===== src/rtl/mult_seq_ctrl.sv =====
// mult_seq_ctrl
//   Shift-and-add sequencer for an unsigned WIDTH x WIDTH -> 2*WIDTH multiply.
//   Drives an external combinational adder (AddA + AddB -> AddSoma) and owns the
//   multiplicand register, the {C,HI,LO} accumulator/multiplier shift register,
//   the iteration counter and the control FSM.
//
//   Build option:
//     ADD_SKIP_EN  when defined, iterations whose multiplier bit is 0 skip the ADD
//                  state (latency WIDTH + popcount(Multiplicador) edges). When not
//                  defined every iteration is ADD+SHIFT (latency 2*WIDTH edges).
//                  The product is identical in both builds.
//
//   Ports:
//     clk            rising-edge clock
//     rst            synchronous active-high reset
//     St             start request, accepted only while Idle=1
//     Multiplicando  operand M, captured on the accepting edge
//     Multiplicador  operand Q, captured on the accepting edge
//     Produto        {HI,LO}; valid while Done=1, held while idle
//     Done           one-cycle completion pulse
//     Idle           high only in the idle state
//     AddA           adder operand A = HI
//     AddB           adder operand B = LO[0] ? M : 0
//     AddSoma        adder sum (WIDTH+1 bits, carry in MSB), same cycle

module mult_seq_ctrl #(
    parameter int unsigned WIDTH = 16,
    parameter int unsigned CNTW  = 4
) (
    input  logic                 clk,
    input  logic                 rst,
    input  logic                 St,
    input  logic [WIDTH-1:0]     Multiplicando,
    input  logic [WIDTH-1:0]     Multiplicador,
    output logic [2*WIDTH-1:0]   Produto,
    output logic                 Done,
    output logic                 Idle,
    output logic [WIDTH-1:0]     AddA,
    output logic [WIDTH-1:0]     AddB,
    input  logic [WIDTH:0]       AddSoma
);

    typedef enum logic [1:0] {
        StIdle,
        StAdd,
        StShift,
        StDone
    } state_e;

    localparam logic [CNTW-1:0] LastIter = CNTW'(WIDTH - 1);

    state_e            state_q, state_d;
    logic [WIDTH-1:0]  m_q, m_d;
    logic [WIDTH-1:0]  hi_q, hi_d;
    logic [WIDTH-1:0]  lo_q, lo_d;
    logic              c_q, c_d;
    logic [CNTW-1:0]   cnt_q, cnt_d;

    // State and datapath registers
    always_ff @(posedge clk) begin
        if (rst) begin
            state_q <= StIdle;
            m_q     <= '0;
            hi_q    <= '0;
            lo_q    <= '0;
            c_q     <= 1'b0;
            cnt_q   <= '0;
        end else begin
            state_q <= state_d;
            m_q     <= m_d;
            hi_q    <= hi_d;
            lo_q    <= lo_d;
            c_q     <= c_d;
            cnt_q   <= cnt_d;
        end
    end

    // Next-state and datapath update
    always_comb begin
        state_d = state_q;
        m_d     = m_q;
        hi_d    = hi_q;
        lo_d    = lo_q;
        c_d     = c_q;
        cnt_d   = cnt_q;

        case (state_q)
            StIdle: begin
                if (St) begin
                    m_d     = Multiplicando;
                    lo_d    = Multiplicador;
                    hi_d    = '0;
                    c_d     = 1'b0;
                    cnt_d   = '0;
                    state_d = StAdd;
`ifdef ADD_SKIP_EN
                    // First multiplier bit is 0: nothing to add
                    if (!Multiplicador[0]) begin
                        state_d = StShift;
                    end
`endif
                end
            end

            StAdd: begin
                // AddB is zero when LO[0]=0, so HI passes through unchanged
                {c_d, hi_d} = AddSoma;
                state_d     = StShift;
            end

            StShift: begin
                // {C,HI,LO} shifted right by one, zero into C
                c_d   = 1'b0;
                hi_d  = {c_q, hi_q[WIDTH-1:1]};
                lo_d  = {hi_q[0], lo_q[WIDTH-1:1]};
                cnt_d = cnt_q + 1'b1;
                if (cnt_q == LastIter) begin
                    state_d = StDone;
                end else begin
                    state_d = StAdd;
`ifdef ADD_SKIP_EN
                    // lo_q[1] becomes LO[0] after this shift
                    if (!lo_q[1]) begin
                        state_d = StShift;
                    end
`endif
                end
            end

            StDone: begin
                state_d = StIdle;
            end

            default: begin
                state_d = StIdle;
            end
        endcase
    end

    // Moore outputs
    always_comb begin
        Produto = {hi_q, lo_q};
        Done    = (state_q == StDone);
        Idle    = (state_q == StIdle);
        AddA    = hi_q;
        AddB    = lo_q[0] ? m_q : '0;
    end

endmodule

===== config.mk =====
export PLATFORM = sky130hd
export DESIGN_NAME = mult_seq_ctrl
export DESIGN_NICKNAME = d
export VERILOG_FILES = /design/src/rtl/mult_seq_ctrl.sv
export SDC_FILE = /design/constraint.sdc
export NUM_CORES = 1
export LEC_CHECK = 0
export BUFFER_PORTS_ARGS = -buffer_cell sky130_fd_sc_hd__buf_2
export CAP_MARGIN = 30
export CORE_UTILIZATION = 30
export DETAILED_ROUTE_END_ITERATION = 10
export GPL_TIMING_DRIVEN = 0
export HOLD_SLACK_MARGIN = 0.05
export SLEW_MARGIN = 20
export SYNTH_ARGS = -nofsm -noshare
export SYNTH_HDL_FRONTEND = slang
export SYNTH_SLANG_ARGS = --single-unit
export TNS_END_PERCENT = 100

===== constraint.sdc =====
create_clock -name clk -period 1.8 [get_ports clk]
set_input_delay 0.36 -clock clk [delete_from_list [all_inputs] [get_ports clk]]
set_output_delay 0.36 -clock clk [all_outputs]
set_load 0.05 [all_outputs]

Yosys cells after proc, flatten, opt, wreduce, memory -nomap -nowiden
Index checks and enable logic that the tools add are counted.
{"block": "word_totals", "latch_bits": 0, "mem_bits_rw": 0, "rom_bits": 0, "register_bits": 55, "mem_count": 0}
{"block": "classes", "n_bitwise": 0, "muxes": 12, "shifts": 0, "n_reduce_logical": 6, "n_mul": 0, "magnitude_cmp": 0, "eq_ne": 5, "add_sub_neg": 1, "n_div": 0}
{"cell": "two-way mux 16 bit", "n": 3}
{"cell": "one-hot mux 16 bit (3 select lines)", "n": 1}
{"cell": "one-hot mux 16 bit (2 select lines)", "n": 1}
{"cell": "one-hot mux 2 bit (4 select lines)", "n": 1}
{"cell": "one-hot mux 4 bit (2 select lines)", "n": 1}
{"cell": "AND reduction 2 bit", "n": 3}
{"cell": "adder 4 x 1 -> 4 bit (second input constant)", "n": 1}
{"cell": "== test 2 bit (second input constant)", "n": 2}
{"cell": "== test 4 bit (second input constant)", "n": 1}
{"cell": "two-way mux 2 bit", "n": 2}
{"cell": "two-way mux 4 bit", "n": 1}
{"cell": "one-hot mux 1 bit (3 select lines)", "n": 1}
{"cell": "nonzero test 3 bit", "n": 1}
{"cell": "== test 2 x 1 -> 1 bit (second input constant)", "n": 1}
{"cell": "zero test 2 bit", "n": 1}
{"cell": "inequality test 2 bit (second input constant)", "n": 1}
{"cell": "nonzero test 2 bit", "n": 1}
{"cell": "two-way mux 1 bit", "n": 1}

Depth between registers and ports, before layout
{"block": "depth", "word_depth": 3, "depth_mapped": 7, "depth_no_buf": 5}

Least setup slack after synthesis
OpenSTA, ideal clock, no wires.
{"block": "synth_timing", "path_kind": "reg2reg", "startpoint": "reg state_q[0]", "endpoint": "reg hi_q[0] (netlist: AddA[0])", "required_time_ns": 1.732, "path_stages_with_launch": 8, "setup_ns": 0.068, "path_buffers": 2, "path_slack_ns": -0.049, "arrival_ns": 1.781, "synth_period_minus_slack_ns": 1.849, "path_cell_list": "dfxtp_1 > inv_1 > ha_1 > nand2b_1 > buf_6 > a21oi_4 > buf_8 > o2bb2ai_2"}
{"block": "synth_between", "elab_chain_cells": 3, "elab_cells_between_ends": 7}
{"item": "start: declaration", "line": "52", "text": "state_e state_q, state_d;"}
{"item": "start signal: assignment", "line": "62", "text": "state_q <= StIdle;"}
{"item": "start signal: assignment", "line": "69", "text": "state_q <= state_d;"}
{"item": "zero test 2 bit (*)"}
{"item": "net Idle", "line": "37", "text": "output logic Idle,"}
{"item": "inequality test 2 bit (no line) / nonzero test 3 bit (equally long branches)"}
{"item": "AND reduction 2 bit (no line)"}
{"item": "end signal: assignment", "line": "71", "text": "hi_q <= hi_d;"}
{"item": "end: declaration", "line": "54", "text": "logic [WIDTH-1:0] hi_q, hi_d;"}
Mark *: on every way through the listed nets, which the timed path passes. The rest lies on a longest branch.
A chain may end at the register's enable or synchronous reset.

Worst setup path after layout
{"block": "layout_timing", "startpoint": "reg state_q[1]", "endpoint": "out Idle"}
{"block": "layout_between", "elab_chain_cells": 1}
{"item": "zero test 2 bit", "line": "144", "text": "Idle = (state_q == StIdle);"}
{"item": "end: declaration", "line": "37"}
Every way passes these cells.

==> flow_metrics.py <==
metrics = {
    "pwr": {
        "ir_drop_uv": 566,
        "power_per_cell_area_mw_per_mm2": 1110,
        "total_power_w": 0.00385,
        "leakage_nw": 1.59,
    },
    "logic_synthesis": {
        "synth_area_mm2": 0.00263,
        "synth_nets": 335,
        "ys_seq_area_share_pct": 41.8,
        "ys_types": 33,
        "synth_seq_cells": 55,
        "synth.avg_cell_area_um2": 9.50,
        "ys_warn_count": 0,
        "synthesis.instances": 277,
    },
    "sta": {
        "hold_violations": 0,
        "fmax_ghz": 0.583,
        "slew-limit-headroom_pct": 66.6,
        "drv_slew": 0,
        "final.min_clock_period_ns": 1.72,
        "final-setup-viol-count": 0,
        "worst_slew_pin_slew_ns": 0.499,
        "fin_crit_sh_pct": 95.4,
        "rsz0062_at_grt": "true",
        "clock_skew_ns": 0.00314,
    },
    "critical_path": {
        "worstSetupPathType": "reg -> out",
        "r2r_start": "state_q[1]$_SDFFE_PP0P_",
        "slowest_stage": "dfxtp_1",
        "path_max_fanout": 7,
        "path_cells": "inv_1 -> ha_2 -> clkbuf_4",
        "startpoint_type": "register",
        "slowest_delay_ns": 0.36,
        "worst-path-buf-inv": 2,
        "path_delay_family": "buffers and inverters",
        "critPathArrivalTime_ns": 1.36,
        "cp.required_ns": 1.44,
        "end_kind": "output pin",
        "critPathLaunch": "state_q[1]$_SDFFE_PP0P_",
    },
    "clock_network": {
        "h-tree-depth": 2,
        "clock_sinks": 55,
        "clock_latency_ns": 0.31,
        "cts_root_buf": "clkbuf_8",
        "cts_hold_buf": 0,
        "cts_tree": "done",
        "postCtsSetupBuffers": 0,
        "clk_path_buf_depth": 2,
        "post_cts_resize_count": 1,
        "clk_pin_slew_ns": 0.09,
        "cts_buffers": 5,
    },
    "die": {
        "die-height_um": 95.7,
        "dieArea_mm2": 0.00915,
        "die_width_um": 95.7,
        "start_util_pct": 31.5,
        "io_pins": 118,
        "fp.coreArea_mm2": 0.00834,
        "fp-row-count": 33,
    },
    "global_routing": {
        "grt_max_degree": 16,
        "antenna_found_initial": 0,
        "grt_overflow": 0,
        "grt_pass1_vias": 2085,
        "grt_first_pass_wirelength_um": 9850,
        "track_usage_pct": 13.9,
    },
    "route": {
        "dr.first_iter.drc_count": 87,
        "final_antenna_net_count": 0,
        "drtPass1Iterations": 4,
        "via_per_inst": 4.75,
        "wl_per_cell_um": 12.7,
        "vias": 2401,
        "route.detailed.drc": 0,
        "wirelength_um": 6420,
    },
    "layout": {
        "layout.cells.non_filler": 506,
        "n_antenna_cell": 0,
        "drive_gt1_share_pct": 42.9,
        "postLayoutCellArea_mm2": 0.00346,
        "syn2layout_area_growth_pct": 31.4,
        "num-nets-final": 458,
    },
    "place": {
        "place_area_mm2": 0.00335,
        "port_buffers": 117,
        "gp_congestion": 0.750,
        "dp_cells": 499,
        "post-dp-hpwl_um": 4830,
    },
    "min_path": {
        "holdCritStartpoint": "Multiplicando[9]",
        "hp-class": "in -> reg",
    },
    "flow_run": {
        "max_cap_violations": 0,
    },
    "run_status": {
        "status": "finished, final reports clean",
    },
}
[path summary, 6_finish.rpt]
path,endpoint,slack [ns],cells after the start
max reg2reg,AddA[10]$_SDFFE_PP0P_,0.15,7
max,Idle,0.08,3
min reg2reg,m_q[4]$_SDFFE_PP0P_,0.46,2
min,m_q[9]$_SDFFE_PP0P_,0.29,3
[where the power goes]
| part | internal [W] | leakage (nW) | total, W | switching (W) |
|---|---|---|---|---|
| combinational | 0.000508 | 1.09 | 0.00160 | 0.00109 |
| clock | 0.000352 | 0.0515 | 0.000742 | 0.000390 |
| sequential | 0.00138 | 0.450 | 0.00150 | 0.000127 |
[metal layers]
metal  GRT usage (%)  vias up  share of wire (%)
met3            3.35        7                6.0
met5               0        -                  0
met1            16.9     1105                 45
met4            5.35        0                1.7
li1                -     1209                  -
met2            23.7       80                 47
[sequential cells by signal, indices dropped and copies added, names as in the netlist]
register  count
AddA         16
c_q           1
cnt_q         4
lo_q         16
m_q          16
state_q       2
[through the flow]
stage | hold slack [ns] | TNS [ns] | setup slack [ns] | util [%]
floorplan | 0.432 | 0 | 0.0502 | -
global placement | 0.438 | 0 | 0.152 | 40.2
detailed placement | 0.443 | 0 | 0.0916 | 40.2
CTS | 0.279 | 0 | 0.000533 | 41.4
global route | 0.284 | -0.000351 | -0.000351 | 41.4
finish | 0.287 | 0 | 0.0836 | 41.4
[cells by family (layout without fill, tap and decap cells)]
| logic type | Yosys count | in the layout | synth area share, % |
|---|---|---|---|
| buf+inv | 40 | 164 | 10.4 |
| simple gates | 83 | 83 | 14.9 |
| compound gates | 75 | 75 | 23.0 |
| fa+ha+maj | 6 | 6 | 2.85 |
| flops | 55 | 55 | 41.8 |
| mux | 18 | 18 | 7.04 |
[cell usage after synthesis]
library cell,instances,share of area [%]
a211oi_1,17,4.9
a21oi_1,20,3.8
a21oi_4,1,0.62
a22oi_1,16,4.6
a311oi_1,1,0.33
a31oi_1,1,0.24
a32oi_1,1,0.33
and2_1,17,4.0
buf_1,2,0.29
buf_2,4,0.76
buf_4,18,5.1
buf_6,5,2.1
buf_8,1,0.57
clkbuf_1,4,0.57
clkbuf_2,2,0.38
dfxtp_1,55,42
ha_1,6,2.9
inv_1,4,0.57
mux2_4,1,0.57
mux2i_1,17,6.5
nand2_1,35,5.0
nand2b_1,2,0.48
nand3_1,2,0.38
nand4_1,2,0.48
nand4b_2,1,0.57
nor2_1,19,2.7
nor2b_1,3,0.71
o21ai_0,1,0.19
o2bb2ai_1,6,2.0
o2bb2ai_2,10,5.7
o32ai_1,1,0.33
or3_1,1,0.24
or4_1,1,0.29
[final cells by class]
class	count	area, um2
Buffer	35	256
Clock buffer	8	100
Fill cell	867	4880
Inverter	4	15.0
Multi-Input combinational cell	182	1260
Sequential cell	55	1100
Tap cell	105	131
Timing Repair Buffer	117	588
[cells in the final DEF, fill, tap and decap left out, types with 6 or more instances in the layout]
cell         n
dfxtp_1     53
buf_2      120
and2_1      17
nand2_1     35
o2bb2ai_2   10
nor2_1      19
a211oi_1    17
o2bb2ai_1    6
mux2i_1     16
a22oi_1     16
a21oi_1     20
buf_4       18
clkbuf_8     7
[tightest hold or removal path, stage by stage]
cell     delay (ns)
buf_2          0.09
nand2_1        0.05
a21oi_1        0.05
Power figures use the tool's default switching activity.
